File: config.mk
export PLATFORM = sky130hd
export DESIGN_NAME = mem_req_seq
export DESIGN_NICKNAME = d
export VERILOG_FILES = /design/src/rtl/mem_req_seq.sv
export SDC_FILE = /design/constraint.sdc
export NUM_CORES = 1
export LEC_CHECK = 0
export BUFFER_PORTS_ARGS = -buffer_cell sky130_fd_sc_hd__buf_2
export CORE_MARGIN = 2
export CORE_UTILIZATION = 45
export DETAILED_ROUTE_END_ITERATION = 7
export SLEW_MARGIN = 20
export SYNTH_ARGS = -nofsm -noshare
export SYNTH_HDL_FRONTEND = slang
export SYNTH_SLANG_ARGS = --single-unit
File: constraint.sdc
create_clock -name clk -period 2.32 [get_ports clk]
set_input_delay 0.232 -clock clk [delete_from_list [all_inputs] [get_ports clk]]
set_output_delay 0.232 -clock clk [all_outputs]
set_load 0.1 [all_outputs]
File: src/rtl/mem_req_seq.sv
// Request sequencer for the 8-bit memory: valid/ready requests -> FIFO -> one pin access at a time.
// Optional MEM_REQ_SEQ_STATS_EN adds saturating rd_count/wr_count outputs.
module mem_req_seq #(
    parameter int ADDR_W     = 8,
    parameter int DATA_W     = 8,
    parameter int RD_LAT     = 1,
    parameter int FIFO_DEPTH = 4
) (
    input  logic              clk,
    input  logic              rst,
    input  logic              req_valid,
    output logic              req_ready,
    input  logic              req_write,
    input  logic [ADDR_W-1:0] req_addr,
    input  logic [DATA_W-1:0] req_wdata,
    output logic              rsp_valid,
    input  logic              rsp_ready,
    output logic [DATA_W-1:0] rsp_rdata,
    output logic              busy,
    output logic [ADDR_W-1:0] address,
    output logic [DATA_W-1:0] data_in,
    input  logic [DATA_W-1:0] data_out,
    output logic              read_write,
    output logic              chip_en
`ifdef MEM_REQ_SEQ_STATS_EN
    ,
    output logic [15:0]       rd_count,
    output logic [15:0]       wr_count
`endif
);

    localparam int PW    = $clog2(FIFO_DEPTH);
    localparam int ENT_W = 1 + ADDR_W + DATA_W;
    // Cycles left in WAIT after the first one; only meaningful when RD_LAT > 1.
    localparam logic [2:0] WAIT_INIT = 3'((RD_LAT > 1) ? (RD_LAT - 2) : 0);

    typedef enum logic [1:0] {S_IDLE, S_ISSUE, S_WAIT, S_RESP} state_t;

    logic [ENT_W-1:0]  r_fifo [FIFO_DEPTH];
    logic [PW:0]       r_wptr, r_rptr;
    state_t            r_state;
    logic [2:0]        r_cnt;
    logic              r_rsp_valid, r_chip_en, r_read_write;
    logic [DATA_W-1:0] r_rsp_rdata, r_data_in;
    logic [ADDR_W-1:0] r_address;

    logic              w_empty, w_full, w_push, w_pop;
    logic [ENT_W-1:0]  w_head;
    logic              w_head_wr;
    logic [ADDR_W-1:0] w_head_addr;
    logic [DATA_W-1:0] w_head_wdata;

    assign w_empty = (r_wptr == r_rptr);
    assign w_full  = (r_wptr[PW] != r_rptr[PW]) && (r_wptr[PW-1:0] == r_rptr[PW-1:0]);
    assign w_push  = req_valid && req_ready;

    assign w_head       = r_fifo[r_rptr[PW-1:0]];
    assign w_head_wr    = w_head[ENT_W-1];
    assign w_head_addr  = w_head[ENT_W-2 -: ADDR_W];
    assign w_head_wdata = w_head[DATA_W-1:0];

    // A new access starts from IDLE, or back-to-back right behind a write in ISSUE.
    assign w_pop = !w_empty &&
                   ((r_state == S_IDLE) || ((r_state == S_ISSUE) && !r_read_write));

    assign req_ready  = !w_full && !rst;
    assign busy       = (r_state != S_IDLE) || !w_empty;
    assign rsp_valid  = r_rsp_valid;
    assign rsp_rdata  = r_rsp_rdata;
    assign address    = r_address;
    assign data_in    = r_data_in;
    assign read_write = r_read_write;
    assign chip_en    = r_chip_en;

    always_ff @(posedge clk) begin
        if (w_push)
            r_fifo[r_wptr[PW-1:0]] <= {req_write, req_addr, req_wdata};
    end

    always_ff @(posedge clk or posedge rst) begin
        if (rst) begin
            r_wptr <= '0;
            r_rptr <= '0;
        end else begin
            if (w_push) r_wptr <= r_wptr + 1'b1;
            if (w_pop)  r_rptr <= r_rptr + 1'b1;
        end
    end

    always_ff @(posedge clk or posedge rst) begin
        if (rst) begin
            r_state      <= S_IDLE;
            r_cnt        <= '0;
            r_rsp_valid  <= 1'b0;
            r_rsp_rdata  <= '0;
            r_address    <= '0;
            r_data_in    <= '0;
            r_read_write <= 1'b1;
            r_chip_en    <= 1'b0;
        end else begin
            r_chip_en <= w_pop;
            if (w_pop) begin
                r_address    <= w_head_addr;
                r_read_write <= !w_head_wr;
                if (w_head_wr) r_data_in <= w_head_wdata;
            end
            case (r_state)
                S_IDLE: begin
                    if (w_pop) r_state <= S_ISSUE;
                end
                S_ISSUE: begin
                    if (!r_read_write) begin
                        if (!w_pop) r_state <= S_IDLE;
                    end else if (RD_LAT == 1) begin
                        r_rsp_rdata <= data_out;
                        r_rsp_valid <= 1'b1;
                        r_state     <= S_RESP;
                    end else begin
                        r_cnt   <= WAIT_INIT;
                        r_state <= S_WAIT;
                    end
                end
                S_WAIT: begin
                    if (r_cnt == 3'd0) begin
                        r_rsp_rdata <= data_out;
                        r_rsp_valid <= 1'b1;
                        r_state     <= S_RESP;
                    end else begin
                        r_cnt <= r_cnt - 3'd1;
                    end
                end
                S_RESP: begin
                    if (rsp_ready) begin
                        r_rsp_valid <= 1'b0;
                        r_state     <= S_IDLE;
                    end
                end
                default: r_state <= S_IDLE;
            endcase
        end
    end

`ifdef MEM_REQ_SEQ_STATS_EN
    logic [15:0] r_rd_cnt, r_wr_cnt;

    always_ff @(posedge clk or posedge rst) begin
        if (rst) begin
            r_rd_cnt <= '0;
            r_wr_cnt <= '0;
        end else if (r_state == S_ISSUE) begin
            if (r_read_write) begin
                if (r_rd_cnt != 16'hFFFF) r_rd_cnt <= r_rd_cnt + 16'd1;
            end else begin
                if (r_wr_cnt != 16'hFFFF) r_wr_cnt <= r_wr_cnt + 16'd1;
            end
        end
    end

    assign rd_count = r_rd_cnt;
    assign wr_count = r_wr_cnt;
`endif

endmodule

==> results of run 1 <==
logic make-up after synthesis:
family	count (synthesis)
mux	44
xor+xnor	10
flops	106
buf+inv	16
simple gates	14
compound gates	19
fa+ha+maj	7
per-layer routing:
layer | wire length [microns] | global-route usage, %
met1 | 3175 | 18.71
met2 | 3212 | 23.18
met3 | 317 | 3.814
met4 | 66 | 4.678
met5 | 0 | 0
state kept, by name, summed over array words and instances (netlist names):
signal,count
rsp_rdata,8
r_fifo,68
r_rptr,3
rsp_valid,1
chip_en,1
r_cnt,3
data_in,8
r_wptr,3
r_state,2
read_write,1
address,8
synthesized netlist by cell type (3+ instances only):
library cell  number  area share [%]
a21oi_1            4            0.47
and2_1             4            0.59
buf_2              5            0.59
buf_6              3            0.80
dfrtp_1           37              22
edfxtp_1          68              48
ha_1               7             2.1
inv_1              8            0.71
mux2_2            18             4.8
mux2_4             8             2.8
mux4_2            16             8.5
xnor2_1            6             1.2
xor2_1             3            0.62
metrics by stage:
step	setup slack, ns	cell area, sq um	utilization [%]	hold slack (ns)
after floorplan	0.09565	4239	-	0.2050
after global placement	0.3711	4750	51.65	0.4457
after detailed placement	0.3677	4750	51.65	0.4520
after CTS	0.2216	4975	54.10	0.04332
after global routing	0.1472	4975	54.10	0.06629
final	0.2426	4975	54.10	0.03678
how the worst max path moves through the flow:
stage / to / slack (ns) / cells after the start
after floorplan: r_wptr[2] / 0.1 / 5
after global placement: r_fifo[3][14] / 0.37 / 4
after detailed placement: r_fifo[1][14] / 0.37 / 4
after CTS: busy / 0.22 / 4
after global routing: busy / 0.15 / 4
final: busy / 0.24 / 4
worst min-delay path: cells and delay by family:
kind / cells / cell delay, ns
buffers and inverters: 3 / 0.62
cell type report:
| cell class | instances | area (sq um) |
|---|---|---|
| Inverter | 8 | 33.78 |
| Fill cell | 757 | 4222 |
| Clock buffer | 10 | 127.6 |
| Timing Repair Buffer | 69 | 430.4 |
| Tap cell | 111 | 138.9 |
| Clock inverter | 6 | 97.59 |
| Sequential cell | 106 | 2994 |
| Multi-Input combinational cell | 94 | 1152 |
==> results_dict.tcl, run 1 <==
set metrics [dict create \
    status "finished clean" \
    vias_per_cell 5.176 \
    grt_usage_pct 14.22 \
    crit_path_max_fanout 20 \
    postCtsHoldBufs 0 \
    insertion_delay_ns 0.36 \
    cp.arrival_ns 1.85 \
    grt_overflow 0 \
    layout.nets 324 \
    cpMaxStageDelayCell "dfrtp_1" \
    synthXorXnorAreaFrac_pct 2.249 \
    start_util_pct 45.99 \
    syn_to_final_growth_pct 17.63 \
    grt_pass1_vias 2051 \
    critPathTopFamily "buffers and inverters" \
    layout_min_cycle_time_ns 2.077 \
    netlist_area_sq_um 4229 \
    synthAdderAreaFrac_pct 2.071 \
    wl_per_cell_microns 16.76 \
    clock_path_buffers 2 \
    rsz0062_at_grt "false" \
    synth_cells 216 \
    final_common_cell "edfxtp_1" \
    grt_max_degree 40 \
    end_kind "output pin" \
    drt_iter0_markers 72 \
    maxSlewViolCount 0 \
    startpoint_type "flop" \
    worstSetupStartpoint "r_rptr[1]" \
    path_cells "buf_4 -> xnor2_1 -> nand4_1 -> buf_12" \
    syn_avg_cell_area_sq_um 19.58 \
    setup_tns_ns 0 \
    grt_pass1_wl_microns 10610 \
    cts-root-buf "clkbuf_8" \
    cts.sink_count 106 \
    wirelength_microns 6772 \
    rrSetupSlack_ns 0.31 \
    hold_violations 0 \
    io_pins 58 \
    core_sq_um 9196 \
    vias 2091 \
    required_ns 2.09 \
    die_area_sq_um 10190 \
    grt_antenna_before_repair 0 \
    finalSetupViolCount 0 \
    layout_common_cells "edfxtp_1 (68), buf_2 (55), dfrtp_1 (37), mux2_2 (18), mux4_2 (16)" \
    critPathKind "reg2out" \
    die_h_microns 100.9 \
    die-width_microns 100.9 \
    dpl.hpwl_microns 4463 \
    ant_nets 0 \
    synth_ff_type "edfxtp_1" \
    drc 0 \
    fin_cells 404 \
    cts-resized-gates 0 \
    maxCapViolCount 0 \
    place_inst 388 \
    slew_headroom_pct 61.66 \
    async_reset_ff_share_pct 35.85 \
    fmax_mhz 481.4 \
    synth_warnings 0 \
    critPathBufInv 2 \
    synth_top_family_by_area "multiplexers" \
    synth_compound_area_share_pct 3.728 \
    worst_pin_slew_ns 0.5737 \
    synth_edf_count 68 \
    ff2ff_path_depth 4 \
    row_count 35 \
    numPortBuffers 57 \
    drive_gt1_share_pct 45.39 \
    numCtsBuffers 9 \
    hp-class "in2async" \
    ys_types 38 \
    clkTransAtPathRegs_ns 0.10 \
    skew_ns 0.01072 \
    reg2reg_from "r_wptr[1]" \
    gp_congestion 0.8009 \
    dr.pass1.iters 4 \
    antenna_cells 0 \
    syn_nets 252 \
    cts_setup_buffers 0 \
    cts_tree "done" \
    synth.area.mux_share_pct 17.01 \
    yosys_register_bits 106 \
    yosys.area_share.simple_pct 2.041 \
    r2r_end "r_fifo[3][9]" \
    post-route-period-util_pct 89.54 \
    cts_max_level 3 \
    ys_seq_area_share_pct 70.80 \
    max_stage_delay_ns 0.40 \
]
Power of run 1 is left out: the tool's default activity adds up to more than one toggle a clock period on the data nets, which glitch-free logic cannot reach.
==> inputs of run 2 (changes only) <==
--- a/config.mk
+++ b/config.mk
@@ -6,9 +6,12 @@
 export NUM_CORES = 1
 export LEC_CHECK = 0
 export BUFFER_PORTS_ARGS = -buffer_cell sky130_fd_sc_hd__buf_2
-export CORE_MARGIN = 2
-export CORE_UTILIZATION = 45
+export CELL_PAD_IN_SITES_DETAIL_PLACEMENT = 1
+export CELL_PAD_IN_SITES_GLOBAL_PLACEMENT = 2
+export CORE_MARGIN = 8
+export CORE_UTILIZATION = 43
 export DETAILED_ROUTE_END_ITERATION = 7
+export PLACE_DENSITY_LB_ADDON = 0.1
 export SLEW_MARGIN = 20
 export SYNTH_ARGS = -nofsm -noshare
 export SYNTH_HDL_FRONTEND = slang
==> run 2 against run 1 <==
Compared with the run above:
- sequential cell count did not move
- via count rose by 4.7%
- clock skew down 0.0014 ns
- final area about the same
- die area is 30% higher
- critical path depth stayed put
- register-to-register slack better by 0.10 ns
- critical endpoint unchanged
==> results_dict.tcl, run 2 (synthesis results as in run 1) <==
set metrics [dict create \
    cts_max_level 3 \
    grt_antenna_before_repair 0 \
    setup_tns_ns 0 \
    required_ns 2.09 \
    cp.arrival_ns 1.84 \
    grt_pass1_wl_microns 13320 \
    maxCapViolCount 0 \
    dr.pass1.iters 5 \
    max_stage_delay_ns 0.40 \
    cts-root-buf "clkbuf_8" \
    gp_congestion 0.7182 \
    crit_path_max_fanout 20 \
    grt_pass1_vias 2471 \
    finalSetupViolCount 0 \
    path_cells "buf_4 -> xnor2_1 -> nand4_1 -> buf_12" \
    fmax_mhz 482.9 \
    insertion_delay_ns 0.36 \
    drc 0 \
    drive_gt1_share_pct 45.95 \
    core_sq_um 9639 \
    skew_ns 0.009307 \
    grt_max_degree 40 \
    numPortBuffers 57 \
    cts.sink_count 106 \
    layout.nets 327 \
    startpoint_type "flop" \
    dpl.hpwl_microns 5660 \
    num-fill-cells 944 \
    cts_setup_buffers 0 \
    status "finished clean" \
    drt_iter0_markers 59 \
    regArea_sq_um 2994 \
    largest_reg_flops 68 \
    grt_overflow 0 \
    cts_tree "done" \
    critPathBufInv 2 \
    layout_min_cycle_time_ns 2.071 \
    cts-resized-gates 0 \
    maxSlewViolCount 0 \
    hold_violations 0 \
    layout_common_cells "edfxtp_1 (68), buf_2 (55), dfrtp_1 (37), mux2_2 (18), mux4_2 (16)" \
    critPathTopFamily "buffers and inverters" \
    vias 2190 \
    clkTransAtPathRegs_ns 0.10 \
    critPathKind "reg2out" \
    grt_usage_pct 13.58 \
    slew_headroom_pct 59.86 \
    final_common_cell "edfxtp_1" \
    numCtsBuffers 9 \
    cpMaxStageDelayCell "dfrtp_1" \
    post-route-period-util_pct 89.26 \
    vias_per_cell 5.105 \
    io_pins 58 \
    die_h_microns 115.2 \
    antenna_cells 0 \
    multi_input_area_sq_um 1152 \
    clock_path_buffers 2 \
    worst_pin_slew_ns 0.6008 \
    start_util_pct 43.87 \
    end_kind "output pin" \
    rsz0062_at_grt "false" \
    die_area_sq_um 13260 \
    row_count 36 \
    wirelength_microns 8127 \
    ant_nets 0 \
    hp-class "in2async" \
    wl_per_cell_microns 18.94 \
    syn_to_final_growth_pct 17.69 \
    postCtsHoldBufs 0 \
    die-width_microns 115.2 \
    holdWs_ns 0.04635 \
]
[run 2: per-stage QoR]
step	util (%)	setup WS (ns)	cell area [sq um]	instances
finish	51.64	0.2493	4977	429
global route	51.64	0.1089	4977	429
CTS	51.64	0.2041	4977	429
detailed placement	49.66	0.4170	4787	413
global placement	49.66	0.4887	4787	413
floorplan	-	0.09565	4239	216
[run 2: metal layers]
layer	GRT usage (%)	up-vias	routed length [microns]
met1	17.12	1136	3663
li1	-	991	-
met3	3.309	10	399
met5	0	-	0
met4	6.305	0	141
met2	21.67	53	3923
[run 2: worst paths after layout]
kind / cells past startpoint / start / slack, ns / to
setup reg to reg: 4 / r_wptr[2] / 0.41 / r_fifo[1][11]
hold / removal: 3 / rst / 0.05 / r_rptr[2]
max in group asynchronous: 3 / rst / 1.91 / address[2]
setup / recovery: 4 / r_rptr[1] / 0.25 / busy
min in group clk: 1 / req_addr[1] / 0.08 / r_fifo[0][9]
hold reg to reg: 2 / read_write / 0.50 / read_write
[run 2: tightest hold or removal path, stage by stage]
cell and delay, ns:
buf_2 0.12, clkinvlp_4 0.07, buf_4 0.44
[run 2: cell type report]
cell class	instances	share of cell area [%]
Timing Repair Buffer	72	8.849
Clock buffer	12	3.343
Clock inverter	4	0.4776
Inverter	8	0.6787
Sequential cell	106	60.16
Multi-Input combinational cell	94	23.15
Tap cell	133	3.343
Power of run 2 is left out for the same reason.
